### src/rtl/serial_add_unit.sv
// serial_add_unit: digit-serial adder/subtractor, DIGIT bits per clock through one ripple slice and a carry flip-flop
module serial_add_unit #(
   parameter int WIDTH = 8,
   parameter int DIGIT = 1
) (
   input  logic             CLK_i,
   input  logic             Reset_L_i,
   input  logic             Start_i,
   input  logic             Sub_i,
   input  logic             Cin_i,
   input  logic [WIDTH-1:0] A_i,
   input  logic [WIDTH-1:0] B_i,
   output logic             Busy_o,
   output logic             Done_o,
   output logic [WIDTH-1:0] Sum_o,
   output logic             Cout_o,
   output logic             Overflow_o
);
   localparam int N  = WIDTH / DIGIT;
   localparam int CW = (N > 1) ? $clog2(N) : 1;

   if (WIDTH % DIGIT != 0) begin : g_bad_digit
      $error("serial_add_unit: DIGIT must divide WIDTH");
   end

   typedef enum logic [1:0] {IDLE, ADD, DONE} state_t;

   state_t           state_q, state_d;
   logic [WIDTH-1:0] a_q, a_d, b_q, b_d, ps_q, ps_d, sum_q, sum_d;
   logic             carry_q, carry_d, cout_q, cout_d, ovf_q, ovf_d;
   logic [CW-1:0]    cnt_q, cnt_d;
   logic [DIGIT:0]   dsum;
   logic [WIDTH-1:0] ps_next;
   logic             last;

   assign dsum    = {1'b0, a_q[DIGIT-1:0]} + {1'b0, b_q[DIGIT-1:0]} + {{DIGIT{1'b0}}, carry_q};
   assign ps_next = WIDTH'({dsum[DIGIT-1:0], ps_q} >> DIGIT);
   assign last    = cnt_q == CW'(N - 1);

   // state and datapath registers, cleared asynchronously so a reset mid-operation leaves no result
   always_ff @(posedge CLK_i or negedge Reset_L_i) begin
      if (!Reset_L_i) begin
         state_q <= IDLE;
         a_q     <= '0;
         b_q     <= '0;
         ps_q    <= '0;
         sum_q   <= '0;
         carry_q <= 1'b0;
         cout_q  <= 1'b0;
         ovf_q   <= 1'b0;
         cnt_q   <= '0;
      end else begin
         state_q <= state_d;
         a_q     <= a_d;
         b_q     <= b_d;
         ps_q    <= ps_d;
         sum_q   <= sum_d;
         carry_q <= carry_d;
         cout_q  <= cout_d;
         ovf_q   <= ovf_d;
         cnt_q   <= cnt_d;
      end
   end

   // load on Start outside ADD, otherwise step one digit per cycle and publish the result on the last digit
   always_comb begin
      state_d = state_q;
      a_d     = a_q;
      b_d     = b_q;
      ps_d    = ps_q;
      sum_d   = sum_q;
      carry_d = carry_q;
      cout_d  = cout_q;
      ovf_d   = ovf_q;
      cnt_d   = cnt_q;
      if (Start_i && state_q != ADD) begin
         a_d     = A_i;
         b_d     = B_i ^ {WIDTH{Sub_i}};
         carry_d = Sub_i | Cin_i;
         cnt_d   = '0;
         state_d = ADD;
      end else if (state_q == ADD) begin
         a_d     = a_q >> DIGIT;
         b_d     = b_q >> DIGIT;
         ps_d    = ps_next;
         carry_d = dsum[DIGIT];
         cnt_d   = cnt_q + CW'(1);
         if (last) begin
            sum_d   = ps_next;
            cout_d  = dsum[DIGIT];
            ovf_d   = (a_q[DIGIT-1] == b_q[DIGIT-1]) && (dsum[DIGIT-1] != a_q[DIGIT-1]);
            state_d = DONE;
         end
      end
   end

   assign Busy_o     = state_q == ADD;
   assign Done_o     = state_q == DONE;
   assign Sum_o      = sum_q;
   assign Cout_o     = cout_q;
   assign Overflow_o = ovf_q;
endmodule

### config.mk
export PLATFORM = sky130hd
export DESIGN_NAME = serial_add_unit
export DESIGN_NICKNAME = d
export VERILOG_FILES = /design/src/rtl/serial_add_unit.sv
export SDC_FILE = /design/constraint.sdc
export NUM_CORES = 1
export LEC_CHECK = 0
export BUFFER_PORTS_ARGS = -buffer_cell sky130_fd_sc_hd__buf_2
export CORE_ASPECT_RATIO = 0.6
export CORE_MARGIN = 2
export CORE_UTILIZATION = 25
export CTS_CLUSTER_SIZE = 25
export DETAILED_ROUTE_END_ITERATION = 8
export PLACE_DENSITY_LB_ADDON = 0.12
export SYNTH_ARGS = -nofsm -noshare
export SYNTH_HDL_FRONTEND = slang
export SYNTH_SLANG_ARGS = --single-unit
### constraint.sdc
create_clock -name CLK_i -period 1.6 [get_ports CLK_i]
set_clock_uncertainty 0.15 [all_clocks]
set_input_delay 0.24 -clock CLK_i [delete_from_list [all_inputs] [get_ports CLK_i]]
set_output_delay 0.24 -clock CLK_i [all_outputs]
set_load 0.03 [all_outputs]
==> impl_metrics.ini, run 1 <==
[grt]
grt_pass1_wl_um = 6058
grt_max_degree = 24
grt_pass1_vias = 1233
grt-ovfl-total = 0
grt_antenna_before_repair = 0
grtUsageTotal_pct = 9.836

[pwr]
pwr-share-comb_pct = 45.5
powerDensity_mw_per_mm2 = 2130
p_sw_mw = 1.694
p_int_mw = 3.238
switching_share_pct = 34.34
clock_power_share_pct = 20.6
power_frac_seq_pct = 33.9
p_leak_nw = 1.142
ir_drop_mv = 0.4853

[clock_network]
cts_inserted_buffers = 5
cts_tree = yes
root_buffer = clkbuf_16
clock_latency_ps = 270
cts_buffer_depth = 2
htree_levels = 2
cts.sinks = 39
path_clk_slew_ps = 50

[synth]
synth-seq-cells = 39
synthTopCellsByArea = dfrtp_1, mux2i_1, mux2_2
yosysTopAreaCell = dfrtp_1
yosysMostFrequentCell = dfrtp_1
synth-async-reset-ratio_pct = 100.0
yosysTopAreaCellShare_pct = 54.13
syn_inst = 145
yosysUniqueCellTypes = 26
yosys_warnings = 0
synth_nets = 169
synth-seq-area-share_pct = 54.13
syn_avg_cell_area_um2 = 12.43
synth-edff-count = 0
synth_commonest_cells = dfrtp_1, o21ai_0, nand2_1
synth_top_flop_cell = dfrtp_1
syn-cell-area_mm2 = 0.001803

[worst_setup_path]
cp-start-kind = flop
rrSetupSlack_ps = 20
r2r_cells = 4
cpPeakStageDelay_ps = 370
endpoint_kind = flop
critical_path.most_common_cell = ha_1
cp_cell_sequence = ha_1 -> ha_1 -> nand3b_4 -> mux2_2
crit_start = cnt_q[0]
worstPathMaxFanout = 12
path_class = reg2reg
r2r_end = Sum_o[2]
endpoint = Sum_o[2]
worstReg2RegStart = cnt_q[0]
cp.arrival_ps = 1590
critPathRequiredTime_ps = 1600
cpMaxStageDelayCell = dfrtp_1

[worst_hold_path]
min-delay-start = A_i[7]
hp-class = in2reg

[placed_design]
gp_congestion = 0.6605
dp.cells = 263
port_buffers = 32
place_hpwl_um = 2488

[detailed_routing]
drt_first_pass_iters = 4
drcViolationCount = 0
post_drt_wl_per_cell_um = 12.71
via_per_inst = 4.250
ant_nets = 0
drt_wl_total_um = 3509
drt_iter0_drc = 50
vias = 1173

[die]
io_pins = 33
num_rows = 23
coreArea_mm2 = 0.006820
die_area_mm2 = 0.007929
initial_core_util_pct = 26.44
die_w_um = 113.6
dieHeight_um = 69.78

[run_status]
outcome = finished, final reports clean

[timing]
rsz0062_at_grt = true
hold_violations = 0
fin_hold_ws_ps = 78.37
final-max-slew-violation-count = 0
tightest_slew_ps = 433.6
period_minus_slack_ps = 1582
fin_crit_sh_pct = 98.86
setup_violations = 0
max_slew_margin_pct = 71.09
max_freq_mhz = 632.2

[finish]
regArea_um2 = 975.9
area_growth_pct = 28.45
fin_cells = 276
drive_gt1_share_pct = 37.04
nets = 212
fillers = 690
multi_input_area_um2 = 734.5
insertedDiodeCount = 0

[job]
maxCapViolCount = 0
## layout by cell type, fill, tap and decap left out, types with 2 or more instances in the layout
cell	n
buf_12	3
buf_2	31
buf_4	9
clkbuf_16	5
clkbuf_8	2
dfrtp_1	39
ha_1	2
mux2_2	14
mux2_4	2
mux2i_1	16
nand2_1	18
nand2b_1	4
nor2_1	4
o21ai_0	18
xor2_1	7
## critical path, delay by kind of cell, from the launching register on
| family | cells | cell delay, ps |
|---|---|---|
| adder cells (fa/ha/maj) | 2 | 400 |
| flip-flops | 1 | 370 |
| multiplexers | 1 | 360 |
| AND/OR/NAND/NOR | 1 | 180 |
## state kept, by name (all words and copies together), names as in the netlist
signal	count
Sum_o	8
a_q	8
b_q	8
ps_q	7
cnt_q	3
state_q	2
Cout_o	1
Overflow_o	1
carry_q	1
## metal layers
| metal | share of wire [%] | up-vias | track usage, % |
|---|---|---|---|
| met1 | 50 | 572 | 13.56 |
| met4 | 0.97 | 0 | 3.252 |
| met3 | 5.4 | 2 | 3.759 |
| met5 | 0 | - | 0 |
| met2 | 44 | 20 | 14.11 |
| li1 | - | 579 | - |
## cells by family after synthesis
group | share of synthesized area [%]
flops | 54.13
mux | 19.29
simple gates | 8.327
compound gates | 6.732
buf+inv | 5.135
xor+xnor | 3.886
fa+ha+maj | 2.498
## worst min-delay path by stage
stage / to / slack (ps) / cells past startpoint
floorplan: Cout_o / -210 / 0
detailed placement: a_q[3] / 60 / 1
finish: a_q[7] / 80 / 3
CTS: a_q[7] / 80 / 3
global placement: a_q[2] / 60 / 1
global route: b_q[7] / 120 / 3
## cell type report
| type | count | share of cell area (%) |
|---|---|---|
| inverter | 1 | 0.1621 |
| multi-input combinational | 95 | 31.71 |
| timing repair buffer | 46 | 14.53 |
| sequential | 39 | 42.14 |
| clock buffer | 8 | 6.753 |
| tap | 87 | 4.700 |
## repair_timing
| action | 4_1_cts | 5_1_grt |
|---|---|---|
| setup endpoints to repair | 1 | 11 |
| resized for setup | 1 | 2 |
| pin swaps | 0 | 1 |
| hold endpoints to repair | 16 | 0 |
| buffers inserted | 2 | 1 |
| hold buffers | 1 | 0 |
| cloned | 1 | 0 |
## power groups by stage
| stage | registers, mW | clock network (mW) | logic, mW |
|---|---|---|---|
| CTS | 1.69 | 1.05 | 2.26 |
| floorplan | 1.88 | 0 | 1.33 |
| finish | 1.67 | 1.02 | 2.24 |
| detailed placement | 1.71 | 0 | 1.99 |
| global placement | 1.69 | 0 | 1.93 |
| global route | 1.74 | 1.10 | 2.49 |
## stage by stage
| step | power (mW) | setup TNS [ps] | cell area [um^2] | util, % | setup slack, ps |
|---|---|---|---|---|---|
| floorplan | 3.218 | 0 | 1803 | - | 16.49 |
| global placement | 3.616 | 0 | 2088 | 30.62 | 36.07 |
| detailed placement | 3.699 | 0 | 2088 | 30.62 | 11.72 |
| CTS | 5.002 | 0 | 2305 | 33.79 | 5.490 |
| global route | 5.333 | -375.2 | 2316 | 33.96 | -46.12 |
| finish | 4.932 | 0 | 2316 | 33.96 | 18.30 |
Power figures use the tool's default switching activity.
==> run 2, diff against run 1 <==
PLACE_DENSITY = 0.49   (was unset)
PLACE_DENSITY_LB_ADDON = unset   (was 0.12)
==> run 2 against run 1 <==
Sequential power about the same. Sequential share of layout area down 0.091 points. Cell area up 0.22%. Count of clock-buffer cells in the layout down 2. Flip-flop and latch count unchanged. Global-route usage down 0.45 points. Critical endpoint is now ps_q[7]. Cell count unchanged. Register-to-register slack better by 20 ps. Combinational power up 5%. Non-clock buffer count up 2.
==> impl_metrics.ini, run 2 (same netlist as run 1, synthesis figures left out) <==
[die]
coreArea_mm2 = 0.006820
num_rows = 23
initial_core_util_pct = 26.44
dieHeight_um = 69.78
die_w_um = 113.6
die_area_mm2 = 0.007929
io_pins = 33

[detailed_routing]
post_drt_wl_per_cell_um = 12.47
drt_wl_total_um = 3442
drcViolationCount = 0
ant_nets = 0
drt_iter0_drc = 31
vias = 1150
via_per_inst = 4.167
drt_first_pass_iters = 4

[worst_setup_path]
cpMaxStageDelayCell = fa_1
crit_buf_inv = 1
cp.arrival_ps = 1570
cpPeakStageDelay_ps = 490
path_delay_family = adder cells
path_class = reg2reg
cp-start-kind = flop
worstPathMaxFanout = 3
path_depth = 3
rrSetupSlack_ps = 40
cp_cell_sequence = fa_1 -> buf_4 -> mux2_2
critPathRequiredTime_ps = 1610
endpoint_kind = flop
r2r_cells = 3

[placed_design]
gp_congestion = 0.6489
pre_cts_slack_ps = 2.010
dp.cells = 265
place_hpwl_um = 2333
port_buffers = 32

[job]
maxCapViolCount = 0

[grt]
grt_max_degree = 33
use_met2_pct = 13.64
grtUsageMet3_pct = 3.846
grt-ovfl-total = 0
globalRoute.busiestLayer = met2
grt_antenna_before_repair = 0
grtUsageTotal_pct = 9.383
grt_pass1_wl_um = 5837
grt_pass1_vias = 1183
met1_usage_pct = 13.05

[timing]
timing.setup.tns_ps = 0
hold_violations = 0
period_minus_slack_ps = 1563
final-max-slew-violation-count = 0
fin_hold_ws_ps = 58.11
fin_crit_sh_pct = 97.69
max_slew_margin_pct = 81.39
tightest_slew_ps = 279.1
fin_ws_ps = 37.03
rsz0062_at_grt = true
max_freq_mhz = 639.8
setup_violations = 0

[worst_hold_path]
holdPathStages = 3
hp-class = in2reg

[clock_network]
path_clk_slew_ps = 50
cts_tree = yes
cts_inserted_buffers = 5
cts.sinks = 39
cts_buffer_depth = 2
root_buffer = clkbuf_16
clock_latency_ps = 270
htree_levels = 2

[finish]
drive_gt1_share_pct = 38.10
nets = 214
layout_commonest_cell = dfrtp_1
area_growth_pct = 28.73
fin_cells = 276
fillers = 693
insertedDiodeCount = 0
mostFrequentLayoutCells = dfrtp_1, buf_2, nand2_1, o21ai_0, mux2i_1

[pwr]
powerDensity_mw_per_mm2 = 2126
p_leak_nw = 1.139
ir_drop_mv = 0.8178

[run_status]
outcome = finished, final reports clean
==> run 2: worst min-delay path, cell delays in order <==
cell	delay, ps
buf_2	70
mux2i_1	50
nor2_1	70
==> run 2: final timing paths <==
kind | from | endpoint
max in group asynchronous | Reset_L_i | b_q[4]
worst min-delay path | A_i[7] | a_q[7]
worst min register to register | b_q[3] | b_q[2]
worst max register to register | a_q[0] | ps_q[7]
min in group asynchronous | Reset_L_i | Sum_o[4]
worst max-delay path | a_q[0] | ps_q[7]
==> run 2: through the flow <==
stage / area (um^2) / power, mW / util (%)
after detailed placement: 2116 / 3.785 / 31.02
after CTS: 2316 / 5.012 / 33.96
after global placement: 2116 / 3.755 / 31.02
after floorplan: 1803 / 3.218 / -
final: 2321 / 4.935 / 34.03
after global routing: 2321 / 5.280 / 34.03
==> run 2: repair_timing <==
item / in CTS / in global routing
setup buffers: 3 / 0
hold endpoints to repair: 39 / 0
pin swaps: 1 / 2
cloned: 1 / 0
gates resized for setup: 3 / 3
hold buffers: 1 / 0
endpoints found under the setup margin: 2 / 12
==> run 2: area by class of cell <==
class | count | area [um^2] | area share, %
clock buffer | 6 | 128.9 | 5.553
inverter | 1 | 3.754 | 0.1617
multi-input combinational | 95 | 740.7 | 31.91
sequential | 39 | 975.9 | 42.05
tap | 87 | 108.9 | 4.690
timing repair buffer | 48 | 362.8 | 15.63
==> run 2: metal layers <==
| metal | vias to the layer above | wire, um |
|---|---|---|
| li1 | 584 | - |
| met1 | 540 | 1858 |
| met2 | 26 | 1379 |
| met3 | 0 | 204 |
| met4 | 0 | 0 |
| met5 | - | 0 |
==> run 2: power by group <==
part	switching, mW	internal [mW]
clock	0.338	0.560
sequential	0.242	1.43
combinational	1.12	1.25
==> run 3, diff against run 2 <==
CELL_PAD_IN_SITES_DETAIL_PLACEMENT = 1   (was unset)
CELL_PAD_IN_SITES_GLOBAL_PLACEMENT = 1   (was unset)
PLACE_DENSITY = 0.57   (was 0.49)
==> run 3 against run 2 <==
Hold slack worse by 5.1 ps. Sequential power hardly changed. Critical path depth is 1 higher. Count of clock-buffer cells in the layout is 1 lower. Core utilization is 0.50 points lower. Cell area is 1.5% lower. Clock power is 11% higher. Sequential share of layout area is 0.68 points higher. Worst setup slack worse by 16 ps. First-iteration DRC count is 3.2% higher.
==> impl_metrics.ini, run 3 (same netlist as run 1, synthesis figures left out) <==
[worst_setup_path]
endpoint_kind = flop
cp.arrival_ps = 1600
rrSetupSlack_ps = 20
critPathRequiredTime_ps = 1620
path_class = reg2reg
cpPeakStageDelay_ps = 380
crit_start = cnt_q[0]
worstReg2RegStart = cnt_q[0]
cpMaxStageDelayCell = dfrtp_1
cp_cell_sequence = ha_1 -> ha_2 -> nand3b_2 -> mux2_2
r2r_cells = 4
worstPathMaxFanout = 6
cp-start-kind = flop
r2r_end = Sum_o[7]

[finish]
mostFrequentLayoutCells = dfrtp_1, buf_2, nand2_1, o21ai_0, mux2i_1
drive_gt1_share_pct = 39.36
area_growth_pct = 26.86
fin_cells = 275
layout_commonest_cell = dfrtp_1
insertedDiodeCount = 0
nets = 211

[detailed_routing]
drt_first_pass_iters = 3
drcViolationCount = 0
drt_wl_total_um = 3743
post_drt_wl_per_cell_um = 13.61
via_per_inst = 4.156
vias = 1143
drt_iter0_drc = 32
ant_nets = 0

[clock_network]
path_clk_slew_ps = 60
cts_buffer_depth = 2
cts_tree = yes
cts.sinks = 39
cts_inserted_buffers = 5
root_buffer = clkbuf_16
clock_latency_ps = 280
htree_levels = 2

[grt]
grt_pass1_wl_um = 6168
grt-ovfl-total = 0
grt_max_degree = 40
grt_pass1_vias = 1188
grt_antenna_before_repair = 0
grtUsageTotal_pct = 10.06

[placed_design]
place_hpwl_um = 2501
port_buffers = 32
dp.cells = 263
gp_congestion = 0.6396
pre_cts_slack_ps = -5.799

[die]
initial_core_util_pct = 26.44
coreArea_mm2 = 0.006820
die_area_mm2 = 0.007929
dieHeight_um = 69.78
die_w_um = 113.6
num_rows = 23
io_pins = 33

[pwr]
finalPower_mw = 4.766
powerDensity_mw_per_mm2 = 2084
ir_drop_mv = 0.4841
p_leak_nw = 1.103

[worst_hold_path]
min-delay-start = A_i[7]
min_to = a_q[7]
hp-class = in2reg
holdPathStages = 3

[timing]
fin_crit_sh_pct = 98.66
final-max-slew-violation-count = 0
rsz0062_at_grt = true
hold_violations = 0
setup_violations = 0
fin_ws_ps = 21.49
tightest_slew_ps = 244.2
period_minus_slack_ps = 1579
max_freq_mhz = 633.5
timing.setup.tns_ps = 0
max_slew_margin_pct = 83.72

[job]
maxCapViolCount = 0

[run_status]
outcome = finished, final reports clean
run 3: how the worst max path moves through the flow:
stage,endpoint,slack [ps]
floorplan,Cout_o,20
global placement,Sum_o[7],20
detailed placement,Sum_o[5],-6
CTS,Overflow_o,7
global route,Sum_o[0],-20
finish,Sum_o[7],20
run 3: cell type report:
class                      count  area (um^2)
clock inverter                 3        25.02
clock buffer                   5        125.1
sequential                    39        977.2
fill                         769         4533
multi-input combinational     96        754.5
tap                           87        108.9
timing repair buffer          44        292.8
inverter                       1        3.754
run 3: stage by stage:
step | utilization [%] | instance area [um^2] | hold slack (ps)
2_1_floorplan | - | 1803 | -205.6
5_1_grt | 33.54 | 2287 | 76.87
3_5_place_dp | 30.62 | 2088 | 80.24
4_1_cts | 33.15 | 2261 | 51.07
3_3_place_gp | 30.62 | 2088 | 79.69
6_report | 33.54 | 2287 | 52.99
run 3: worst max-delay path, delay by kind of cell (launching register included):
| family | cells | cell delay, ps |
|---|---|---|
| multiplexers | 1 | 350 |
| AND/OR/NAND/NOR | 1 | 170 |
| flip-flops | 1 | 380 |
| adder cells (fa/ha/maj) | 2 | 410 |
run 3: metal layers:
metal	vias up	wire length, um	GRT usage, %
met5	-	0	0
met4	0	13	2.439
met3	2	202	4.458
met2	19	1556	14.24
met1	550	1970	13.99
li1	572	-	-
run 3: repair_timing:
item / 4_1_cts / 5_1_grt
setup buffers: 1 / 1
hold buffers: 1 / 0
gates cloned: 0 / 1
pin swaps: 1 / 1
endpoints found under the hold margin: 39 / 0
resized for setup: 2 / 4
endpoints found under the setup margin: 11 / 11
run 3: where the power goes:
| group | internal [mW] | switching, mW |
|---|---|---|
| registers | 1.43 | 0.253 |
| clock network | 0.583 | 0.419 |
| logic | 0.975 | 1.10 |
| total | 2.99 | 1.78 |
